### src/rtl/gpio_bus_arbiter.sv
// Two-master round-robin arbiter sharing one GPIO register port.
// Turns per-master req/ack commands into registered ADDRESS/WRITE/WDATA cycles.
module gpio_bus_arbiter #(
  parameter int ADDR_WIDTH = 32,
  parameter int DATA_WIDTH = 32
) (
  input  logic                  clk,
  input  logic                  rst_n,
  // Handshake: a master raises req with we/addr/wdata and holds all of them
  // stable until it samples ack=1; ack is a one-cycle pulse (err/rdata valid
  // with it), and req must be 0 (or a fresh request) in the cycle after ack.
  input  logic                  m0_req,
  input  logic                  m0_we,
  input  logic [ADDR_WIDTH-1:0] m0_addr,
  input  logic [DATA_WIDTH-1:0] m0_wdata,
  output logic                  m0_ack,
  output logic                  m0_err,
  output logic [DATA_WIDTH-1:0] m0_rdata,
  input  logic                  m1_req,
  input  logic                  m1_we,
  input  logic [ADDR_WIDTH-1:0] m1_addr,
  input  logic [DATA_WIDTH-1:0] m1_wdata,
  output logic                  m1_ack,
  output logic                  m1_err,
  output logic [DATA_WIDTH-1:0] m1_rdata,
  output logic [ADDR_WIDTH-1:0] gpio_address,
  output logic                  gpio_write,
  output logic [DATA_WIDTH-1:0] gpio_wdata,
  input  logic [DATA_WIDTH-1:0] gpio_rdata,
  output logic                  busy,
  output logic [1:0]            dbg_state
);

  typedef enum logic [1:0] {
    IDLE    = 2'd0,
    ISSUE   = 2'd1,
    CAPTURE = 2'd2,
    DONE    = 2'd3
  } state_t;

  state_t                state_q, state_d;
  logic                  last_grant_q, last_grant_d;
  logic                  grant_q, grant_d;
  logic                  we_q, we_d;
  logic [ADDR_WIDTH-1:0] gpio_address_q, gpio_address_d;
  logic                  gpio_write_q, gpio_write_d;
  logic [DATA_WIDTH-1:0] gpio_wdata_q, gpio_wdata_d;
  logic                  m0_ack_q, m0_ack_d, m1_ack_q, m1_ack_d;
  logic                  m0_err_q, m0_err_d, m1_err_q, m1_err_d;
  logic [DATA_WIDTH-1:0] m0_rdata_q, m0_rdata_d, m1_rdata_q, m1_rdata_d;
  logic                  busy_q, busy_d;

  logic                  sel;
  logic                  sel_we;
  logic [ADDR_WIDTH-1:0] sel_addr;
  logic [DATA_WIDTH-1:0] sel_wdata;

  // 0x000 is read-only; 0x004 and 0x008 are read/write; all else is rejected.
  function automatic logic is_legal(input logic we, input logic [ADDR_WIDTH-1:0] addr);
    is_legal = (addr == ADDR_WIDTH'(32'h4)) || (addr == ADDR_WIDTH'(32'h8)) ||
               ((addr == '0) && !we);
  endfunction

  always_comb begin
    state_d        = state_q;
    last_grant_d   = last_grant_q;
    grant_d        = grant_q;
    we_d           = we_q;
    gpio_address_d = gpio_address_q;
    gpio_write_d   = gpio_write_q;
    gpio_wdata_d   = gpio_wdata_q;
    m0_rdata_d     = m0_rdata_q;
    m1_rdata_d     = m1_rdata_q;
    m0_ack_d       = 1'b0;
    m1_ack_d       = 1'b0;
    m0_err_d       = 1'b0;
    m1_err_d       = 1'b0;

    // Tie goes to whichever master was not served last.
    if (m0_req && m1_req) sel = ~last_grant_q;
    else                  sel = m1_req;
    sel_we    = sel ? m1_we    : m0_we;
    sel_addr  = sel ? m1_addr  : m0_addr;
    sel_wdata = sel ? m1_wdata : m0_wdata;

    case (state_q)
      IDLE: begin
        if (m0_req || m1_req) begin
          grant_d      = sel;
          last_grant_d = sel;
          we_d         = sel_we;
          if (is_legal(sel_we, sel_addr)) begin
            gpio_address_d = sel_addr;
            gpio_write_d   = sel_we;
            gpio_wdata_d   = sel_wdata;
            state_d        = ISSUE;
          end else begin
            m0_ack_d = ~sel;
            m1_ack_d = sel;
            m0_err_d = ~sel;
            m1_err_d = sel;
            state_d  = DONE;
          end
        end
      end
      ISSUE: begin
        gpio_address_d = '0;
        gpio_write_d   = 1'b0;
        gpio_wdata_d   = '0;
        if (we_q) begin
          m0_ack_d = ~grant_q;
          m1_ack_d = grant_q;
          state_d  = DONE;
        end else begin
          state_d = CAPTURE;
        end
      end
      CAPTURE: begin
        if (grant_q) m1_rdata_d = gpio_rdata;
        else         m0_rdata_d = gpio_rdata;
        m0_ack_d = ~grant_q;
        m1_ack_d = grant_q;
        state_d  = DONE;
      end
      DONE:    state_d = IDLE;
      default: state_d = IDLE;
    endcase

    busy_d = (state_d != IDLE);
  end

  always_ff @(posedge clk or negedge rst_n) begin
    if (!rst_n) begin
      state_q        <= IDLE;
      last_grant_q   <= 1'b1;
      grant_q        <= 1'b0;
      we_q           <= 1'b0;
      gpio_address_q <= '0;
      gpio_write_q   <= 1'b0;
      gpio_wdata_q   <= '0;
      m0_ack_q       <= 1'b0;
      m1_ack_q       <= 1'b0;
      m0_err_q       <= 1'b0;
      m1_err_q       <= 1'b0;
      m0_rdata_q     <= '0;
      m1_rdata_q     <= '0;
      busy_q         <= 1'b0;
    end else begin
      state_q        <= state_d;
      last_grant_q   <= last_grant_d;
      grant_q        <= grant_d;
      we_q           <= we_d;
      gpio_address_q <= gpio_address_d;
      gpio_write_q   <= gpio_write_d;
      gpio_wdata_q   <= gpio_wdata_d;
      m0_ack_q       <= m0_ack_d;
      m1_ack_q       <= m1_ack_d;
      m0_err_q       <= m0_err_d;
      m1_err_q       <= m1_err_d;
      m0_rdata_q     <= m0_rdata_d;
      m1_rdata_q     <= m1_rdata_d;
      busy_q         <= busy_d;
    end
  end

  assign m0_ack       = m0_ack_q;
  assign m0_err       = m0_err_q;
  assign m0_rdata     = m0_rdata_q;
  assign m1_ack       = m1_ack_q;
  assign m1_err       = m1_err_q;
  assign m1_rdata     = m1_rdata_q;
  assign gpio_address = gpio_address_q;
  assign gpio_write   = gpio_write_q;
  assign gpio_wdata   = gpio_wdata_q;
  assign busy         = busy_q;
  assign dbg_state    = state_q;

endmodule
### config.mk
export PLATFORM = sky130hd
export DESIGN_NAME = gpio_bus_arbiter
export DESIGN_NICKNAME = d
export VERILOG_FILES = /design/src/rtl/gpio_bus_arbiter.sv
export SDC_FILE = /design/constraint.sdc
export NUM_CORES = 1
export LEC_CHECK = 0
export ABC_AREA = 1
export BUFFER_PORTS_ARGS = -buffer_cell sky130_fd_sc_hd__buf_4
export CORE_MARGIN = 2
export CORE_UTILIZATION = 51
export DETAILED_ROUTE_END_ITERATION = 10
export GPL_ROUTABILITY_DRIVEN = 1
export PLACE_DENSITY = 0.86
export SLEW_MARGIN = 0
export SYNTH_ARGS = -nofsm -noshare
export SYNTH_HDL_FRONTEND = slang
export SYNTH_SLANG_ARGS = --single-unit
### constraint.sdc
create_clock -name clk -period 3.4 [get_ports clk]
set_input_delay 0.34 -clock clk [delete_from_list [all_inputs] [get_ports clk]]
set_output_delay 0.34 -clock clk [all_outputs]
set_load 0.01 [all_outputs]
# Yosys cells after proc, flatten, opt, wreduce, memory -nomap -nowiden
# Cells that the tools add are included.
classes:
  reduce_logical: 14
  n_eq_ne: 7
  muxes: 27
  bitwise_logic: 3
op_table:
  columns: ["op", "count"]
  rows:
  - ["2-to-1 mux 32 bit", 6]
  - ["case mux 32 bit (2 select lines)", 2]
  - ["== test 32 x 3 -> 1 bit (second input constant)", 1]
  - ["== test 32 x 4 -> 1 bit (second input constant)", 1]
  - ["logical NOT 32 bit", 1]
  - ["2-to-1 mux 1 bit", 13]
  - ["case mux 2 bit (4 select lines)", 1]
  - ["case mux 1 bit (3 select lines)", 2]
  - ["AND reduction 2 bit", 3]
  - ["== test 2 bit (second input constant)", 2]
  - ["2-to-1 mux 2 bit", 2]
  - ["inequality test 2 bit (second input constant)", 2]
  - ["nonzero test 2 bit", 2]
  - ["logical OR 1 bit", 3]
  - ["inverter 1 bit", 3]
  - ["AND reduction 3 bit", 1]
  - ["== test 2 x 1 -> 1 bit (second input constant)", 1]
  - ["logical AND 1 bit", 2]
  - ["logical NOT 2 bit", 1]
  - ["case mux 1 bit (2 select lines)", 1]
  - ["logical NOT 1 bit", 1]
word_totals:
  out_inout_bits: 136
  input_bits: 166
  word_cells: 65
  regBits: 139

# Logic depth before layout (Yosys ltp)
# Gate-level depths: netlist of run 1.
logic_depth:
  depth_word: 10
  depth_mapped: 14
  ltp_nobuf: 12

# Worst setup path after synthesis of run 1
# No wires, ideal clock.
synth_path:
  kind: "register to register"
  start: "register last_grant_q"
  end: "register gpio_address_q[18] (netlist: gpio_address[18])"
  path_buffers: 2
  setup_ns: 0.120
  stages_incl_launch_ff: 14
  setup_slack_ns: 1.406
  period_less_slack_ns: 1.994
  arrival_ns: 1.874
  cell_sequence: "dfstp_2 -> nand2_2 -> nand2_2 -> buf_4 -> nand2_1 -> nand2_1 -> inv_1 -> nand2_1 -> nand2_1 -> nor2_2 -> nand4_4 -> nand2_4 -> buf_2 -> nor2_1"
synth_between:
  elab_chain_cells: 8
  elab_cells_between_ends: 16
synth_rtl:
  columns: ["item", "line", "text"]
  rows:
  - ["start, declared", "42", "logic last_grant_q, last_grant_d;"]
  - ["start signal, assigned", "150", "last_grant_q <= last_grant_d;"]
  - ["inverter 1 bit *", "80", "if (m0_req && m1_req) sel = ~last_grant_q;"]
  - ["2-to-1 mux 1 bit *", "80", null]
  - ["2-to-1 mux 32 bit / 2-to-1 mux 1 bit (equally long branches)", "83, 82", null]
  - ["== test 32 x 3 -> 1 bit, or another cell as far along", "60", "is_legal = (addr == ADDR_WIDTH'(32'h4)) || (addr == ADDR_WIDTH'(32'h8)) ||"]
  - ["logical OR 1 bit / logical AND 1 bit (equally long branches)", "60, 61", null]
  - ["logical OR 1 bit", "60", null]
  - ["inequality test 2 bit (no source line)", null, null]
  - ["AND reduction 3 bit (no source line)", null, null]
  - ["end signal, assigned", "153", "gpio_address_q <= gpio_address_d;"]
  - ["end, declared", "45", "logic [ADDR_WIDTH-1:0] gpio_address_q, gpio_address_d;"]
# Mark *: on every way between the ends. The rest lies on a longest branch, timed or not. The select of a mux whose other input is x is not followed.
# A chain may end at the register's enable or synchronous reset.

# Final worst setup path of run 1
layout_path:
  start: "register last_grant_q"
  end: "register gpio_wdata_q[10] (netlist: gpio_wdata[10])"
layout_between:
  elab_chain_cells: 8
  elab_cells_between_ends: 17
layout_rtl:
  columns: ["item", "line", "text"]
  rows:
  - ["inverter 1 bit *", "80", null]
  - ["2-to-1 mux 1 bit *", "80", null]
  - ["2-to-1 mux 32 bit / 2-to-1 mux 1 bit (equally long branches)", "83, 82", null]
  - ["== test 32 x 3 -> 1 bit, or another cell as far along", "60", null]
  - ["logical OR 1 bit / logical AND 1 bit (equally long branches)", "60, 61", null]
  - ["logical OR 1 bit", "60", null]
  - ["inequality test 2 bit (no source line)", null, null]
  - ["AND reduction 3 bit (no source line)", null, null]
  - ["end signal, assigned", "155", "gpio_wdata_q <= gpio_wdata_d;"]
  - ["end, declared", "47", "logic [DATA_WIDTH-1:0] gpio_wdata_q, gpio_wdata_d;"]
# Marked as above.

==> metrics.yaml, run 1 <==
fin_crit_ns: 2.85
postSynthCellCount: 868
dpl.hpwl_um: 13600
drc: 0
cp-end-kind: "flip-flop"
clockRootBuffer: "clkbuf_16"
start_kind: "flip-flop"
cp_data_required_time_ns: 3.74
routedWlPerCell_um: 14.1
max_freq_mhz: 350
globalRoute.totalOverflow: 0
diodes: 0
rsz0062_at_grt: "no"
detail-route-antenna-nets: 0
synth_cell_types: 24
syn-num-nets: 1039
area_delta_synth_final_pct: 43.4
io_buffers: 301
die_y_um: 118
synth_top_cell_by_area: "dfrtp_1"
start_util: 0.526
dieWidth_um: 118
path_common_cell: "nand2_1"
cp_top_family: "simple AND/OR/NAND/NOR gates"
timing.rr.start: "last_grant_q$_DFFE_PN1P_"
startpoint: "last_grant_q$_DFFE_PN1P_"
setup_viol_count_final: 0
grt_max_degree: 81
hold_viol: 0
critical_path_buf_inv_count: 0
synth_area_sq_um: 6660
drtIter0Drc: 559
antenna_found_initial: 0
rows: 41
grt_pass1_vias: 6143
grt_use_total: 0.269
path_cells: "nand2_2 -> nand2_2 -> nand2_1 -> o21ai_1 -> nand2_1 -> nor2_1 -> nand2_1 -> nor2_2 -> nand4_4 -> nand2_4 -> nand2_1 -> nand2_1"
die_area_sq_um: 14000
min_from: "gpio_rdata[20]"
crit_type: "reg2reg"
yosysTopAreaCellShare: 0.519
ys.flop_type: "dfrtp_1"
grt_pass1_wl_um: 30200
synth_edf_count: 0
worstPathArrival_ns: 3.20
synth-seq-area-share: 0.523
power_leakage_nw: 5.35
vias_per_cell: 4.92
cts_buffers: 17
fin_setup_tns_ns: 0
p_per_area_nw_per_um2: 775
status: "complete, no violations"
worst_slew_margin_rel: 0.313
clock_path_buffers: 2
cts_tree: "built"
post-route-period-util: 0.840
clock_latency_ns: 0.41
yosys_warnings: 0
tightest_slew_ns: 1.03
drv_cap: 0
cp_slowest_cell: "nand2_2"
drive_above_1_share: 0.302
layout_setup_ws_ns: 0.545
routed_wl_um: 18900
htree_levels: 4
final_area_sq_um: 9550
finalNetCount: 1322
skew_ns: 0.00721
vias: 6570
dpl_cell_area_sq_um: 8970
synth_area_leaders: "dfrtp_1 (52%), nand2_1 (18%), inv_1 (6.3%)"
clkTransAtPathRegs_ns: 0.06
place.gp.congestion: 0.853
numClockSinks: 139
slowest_delay_ns: 0.58
syn_area_per_cell_sq_um: 7.67
hold_path_class: "in2reg"
ys_seq_elements: 139
crit_fanout: 62
coreArea_sq_um: 12700
first_pass_iters: 5
post_cts_resized: 0
maxSlewViolCount: 0
peakVddDrop_v: 0.000518
preCtsSetupSlack_ns: 0.438
async_reset_ff_frac: 1.00
io_pins: 302
power breakdown:
group / internal, mW / leakage (nW) / total, mW / switching (mW)
clock: 1.03 / 0.265 / 1.74 / 0.709
sequential: 2.27 / 1.78 / 2.62 / 0.351
combinational: 1.31 / 3.31 / 3.04 / 1.73
worst paths after layout:
path | endpoint | slack [ns] | depth (start not counted)
max reg2reg | gpio_wdata[10]$_DFFE_PN0P_ | 0.55 | 12
max | gpio_wdata[10]$_DFFE_PN0P_ | 0.55 | 12
max in group asynchronous | m1_rdata[2]$_DFFE_PN0P_ | 1.98 | 3
min in group asynchronous | gpio_address[12]$_DFFE_PN0P_ | 0.53 | 2
min reg2reg | last_grant_q$_DFFE_PN1P_ | 0.49 | 2
min | m0_rdata[20]$_DFFE_PN0P_ | 0.20 | 3
area by class of cell:
class,count,area (sq um)
multi-input cells,570,2530
repair buffers,310,2330
fillers,976,3120
clock buffers,20,447
inverters,113,424
well taps,172,215
clock inverters,12,116
flip-flops and latches,139,3480
synthesized netlist by cell type, types with 12 or more instances:
master and instances:
clkbuf_1 25, o21ai_0 69, a21oi_1 38, dfrtp_1 138, nand3b_1 22, nand3_1 51
nand2_1 313, buf_2 12, nor2_1 55, inv_1 111
sequential cells by signal (all words and copies together), names as in the netlist:
name and cells:
busy 1, dbg_state 2, gpio_address 32, gpio_wdata 32
gpio_write 1, grant_q 1, last_grant_q 1, m0_ack 1
m0_err 1, m0_rdata 32, m1_ack 1, m1_err 1
m1_rdata 32, we_q 1
per-layer routing:
layer  up-vias  share of wire  GRT usage
met1      3038           0.40      0.322
met4         0          0.021     0.0934
met3        29          0.070     0.0661
met5         -              0          0
li1       3246              -          -
met2       257           0.51      0.473
cell usage in the layout, fill, tap and decap left out, types with 2 or more instances in the layout:
master	Yosys	final
clkinvlp_4	0	4
o21ai_1	2	2
o21ai_0	69	69
clkbuf_16	0	17
nand3_1	51	51
inv_1	111	111
and2_1	2	2
nand4_1	5	5
clkinv_4	0	2
nand2_1	313	311
nor2_1	55	55
dfrtp_1	138	138
inv_2	2	2
ha_1	5	5
nand3b_1	22	22
clkinv_2	0	2
inv_6	0	2
nor2_2	3	3
buf_4	5	308
nand2_2	2	4
clkbuf_1	25	2
a21oi_1	38	38
worst min-delay path, delay by kind of cell:
family	cells	cell delay (ns)
AO/OA/AOI/OAI	1	0.07
buffers and inverters	2	0.15
logic make-up after synthesis:
kind of cell	count (synthesis)	share of synthesized area
simple gates	455	0.287
flops	139	0.523
buf+inv	159	0.0981
fa+ha+maj	5	0.00939
compound gates	110	0.0832
per-stage QoR:
| step | total power, mW | instances | hold WS [ns] | utilization |
|---|---|---|---|---|
| 2_1_floorplan | 4.22 | 868 | 0.0444 | - |
| 3_3_place_gp | 5.58 | 1303 | 0.416 | 0.708 |
| 3_5_place_dp | 5.68 | 1303 | 0.412 | 0.708 |
| 4_1_cts | 7.46 | 1336 | 0.192 | 0.753 |
| 5_1_grt | 7.91 | 1336 | 0.208 | 0.753 |
| 6_report | 7.40 | 1336 | 0.203 | 0.753 |
timing repair:
| item | in CTS | in global routing |
|---|---|---|
| buffers inserted | 0 | 0 |
| endpoints found under the hold margin | 77 | 0 |
| hold buffers | 1 | 0 |
| endpoints found under the setup margin | 0 | 0 |
Power figures use the tool's default switching activity.
==> run 2: changes to the inputs <==
CORE_UTILIZATION = 47   (was 51)
PLACE_DENSITY = 0.8   (was 0.86)
clock period = 3 ns   (was 3.4 ns; I/O delays follow)
==> run 2 against run 1 <==
  * Critical endpoint is now gpio_address[18]$_DFFE_PN0P_
  * Critical path depth is 1 higher
  * Core utilization is 5.9 points lower
  * Fmax is 12% higher
  * Register-to-register slack worse by 0.10 ns
  * Largest power group unchanged
  * First-iteration DRC count is 31% lower
  * The run now ends with negative hold slack left
  * Non-clock buffer count is 3 higher
==> metrics.yaml, run 2 (same netlist as run 1, synthesis figures left out) <==
grt_pass1_wl_um: 28700  # -5.1%
preCtsSetupSlack_ns: 0.484  # +0.0465 ns
crit_fanout: 33  # -47%
place.gp.congestion: 0.843  # -1.1%
layout_commonest_cell: "nand2_1"
io_pins: 302  # unchanged
die_area_sq_um: 15100  # +8.2%
fin_crit_ns: 2.56  # -0.298 ns
cp_slowest_cell: "dfstp_2"
fin_setup_tns_ns: 0  # unchanged
worst_slew_margin_rel: 0.315  # +0.00181
dp_cells: 1315  # +0.92%
cts_tree: "built"
post-route-util: 0.694  # -0.0591
vias_per_cell: 4.80  # -2.5%
detail-route-antenna-nets: 0  # unchanged
worstSetupEndpoint: "gpio_address[18]$_DFFE_PN0P_"
violations: "negative hold slack"
use_met2: 0.397  # -0.0751
maxSlewViolCount: 0  # unchanged
antenna_found_initial: 0  # unchanged
busiest_layer: "met2"
worstPathArrival_ns: 2.85  # -0.35 ns
final_cell_mix: "nand2_1 (311), buf_4 (310), dfrtp_1 (138)"
multiInputGateArea_sq_um: 2530  # unchanged
critical_path_buf_inv_count: 2  # +2
worstReg2RegEnd: "gpio_address[18]$_DFFE_PN0P_"
start_kind: "flip-flop"
peakVddDrop_v: 0.000516  # -0.42%
hold_path_class: "in2async"
grt_pass1_vias: 5883  # -4.2%
rrSetupSlack_ns: 0.44  # -0.10 ns
skew_ns: 0.00706  # -0.000156 ns
timing.rr.start: "last_grant_q$_DFFE_PN1P_"
slowest_delay_ns: 0.53  # -0.05 ns
post_cts_buffers: 0  # unchanged
gr-usage-met3: 0.0660  # -0.000160
cp.depth: 13  # +1
max_freq_mhz: 391  # +12%
htree_levels: 4  # unchanged
setup_viol_count_final: 0  # unchanged
post_cts_resized: 0  # unchanged
area_delta_synth_final_pct: 44.7
tightest_slew_ns: 1.02  # -0.00271 ns
drc: 0  # unchanged
reg2reg_depth: 13  # +1
seq_area_sq_um: 3480  # unchanged
power_leakage_nw: 5.40  # +0.86%
rsz0062_at_grt: "no"
drv_cap: 0  # unchanged
clock_latency_ns: 0.40  # about the same
start_util: 0.480  # -0.0458
routedWlPerCell_um: 13.6  # -3.7%
clockRootBuffer: "clkbuf_16"
path_common_cell: "nand2_1"
vias: 6460  # -1.7%
coreArea_sq_um: 13900  # +9.5%
clkTransAtPathRegs_ns: 0.06  # about the same
dieWidth_um: 123  # +4.0%
cts_buffers: 17  # unchanged
crit_type: "reg2reg"
fin_cells: 1347  # +0.82%
path_cells: "nand2_2 -> nand2_2 -> buf_12 -> nand2_1 -> nand2_1 -> nand2_1 -> nor2_1 -> nand2_1 -> nor2_2 -> nand4_4 -> nand2_4 -> buf_4 -> nor2_1"
hold_viol: 28  # +28
fillers: 1177  # +21%
die_y_um: 123  # +4.0%
startpoint: "last_grant_q$_DFFE_PN1P_"
whs_ns: -0.0410  # -0.244 ns
io_buffers: 301  # unchanged
dpl.hpwl_um: 13300  # -2.1%
drtIter0Drc: 387  # -31%
grt_max_degree: 101  # +25%
routed_wl_um: 18300  # -2.9%
cp_top_family: "simple AND/OR/NAND/NOR gates"
drive_above_1_share: 0.306  # +0.00351
grt_use_total: 0.242  # -0.0274
finalNetCount: 1325  # +0.23%
status: "complete, but fails checks"
clock_path_buffers: 2  # unchanged
layout_setup_ws_ns: 0.443  # -0.102 ns
rows: 43  # +4.9%
p_per_area_nw_per_um2: 885  # +14%
numClockSinks: 139  # unchanged
grt_use_met1: 0.300  # -0.0221
post-route-period-util: 0.852  # +0.0127
globalRoute.totalOverflow: 0  # unchanged
cp_data_required_time_ns: 3.30  # -0.44 ns
hold_buffers: 0  # -1
diodes: 0  # unchanged
first_pass_iters: 5  # unchanged
cp-end-kind: "flip-flop"
## run 2: cell count changes in the layout (fill, tap and decap cells not counted)
cell	change
inv_6	+2
clkinvlp_4	-2
buf_4	+2
clkinv_2	-2
bufinv_16	+1
buf_12	+2
clkinv_4	+2
dlygate4sd3_1	-1
clkbuf_1	-1
## run 2: worst min path at each step
stage | start | to | slack [ns] | depth (start not counted)
2_1_floorplan | rst_n | busy$_DFF_PN0_ | 0.004 | 0
3_3_place_gp | rst_n | gpio_address[7]$_DFFE_PN0P_ | 0.45 | 1
3_5_place_dp | rst_n | gpio_address[7]$_DFFE_PN0P_ | 0.45 | 1
4_1_cts | rst_n | gpio_address[7]$_DFFE_PN0P_ | 0.01 | 1
5_1_grt | rst_n | gpio_address[1]$_DFFE_PN0P_ | 0.05 | 1
6_report | rst_n | gpio_address[26]$_DFFE_PN0P_ | -0.04 | 1
## run 2: per-stage QoR
step                      power (mW)  instance area, sq um
final                           8.53                  9640
after global routing            9.15                  9640
after CTS                       8.60                  9640
after detailed placement        6.47                  9040
after global placement          6.38                  9040
after floorplan                 4.78                  6660
## run 2: power breakdown
part | internal (mW) | switching, mW
clock network | 1.27 | 0.824
registers | 2.57 | 0.383
logic | 1.52 | 1.96
## run 2: layout make-up
type	count	share of cell area
tap	180	0.0234
multi-input combinational	570	0.263
sequential	139	0.361
inverter	113	0.0440
clock buffer	19	0.0460
timing repair buffer	313	0.247
clock inverter	13	0.0162
## run 2: per-layer routing
layer	vias up	wire (um)
li1	3244	-
met1	2911	7390
met2	257	8750
met3	48	1490
met4	0	692
met5	-	0
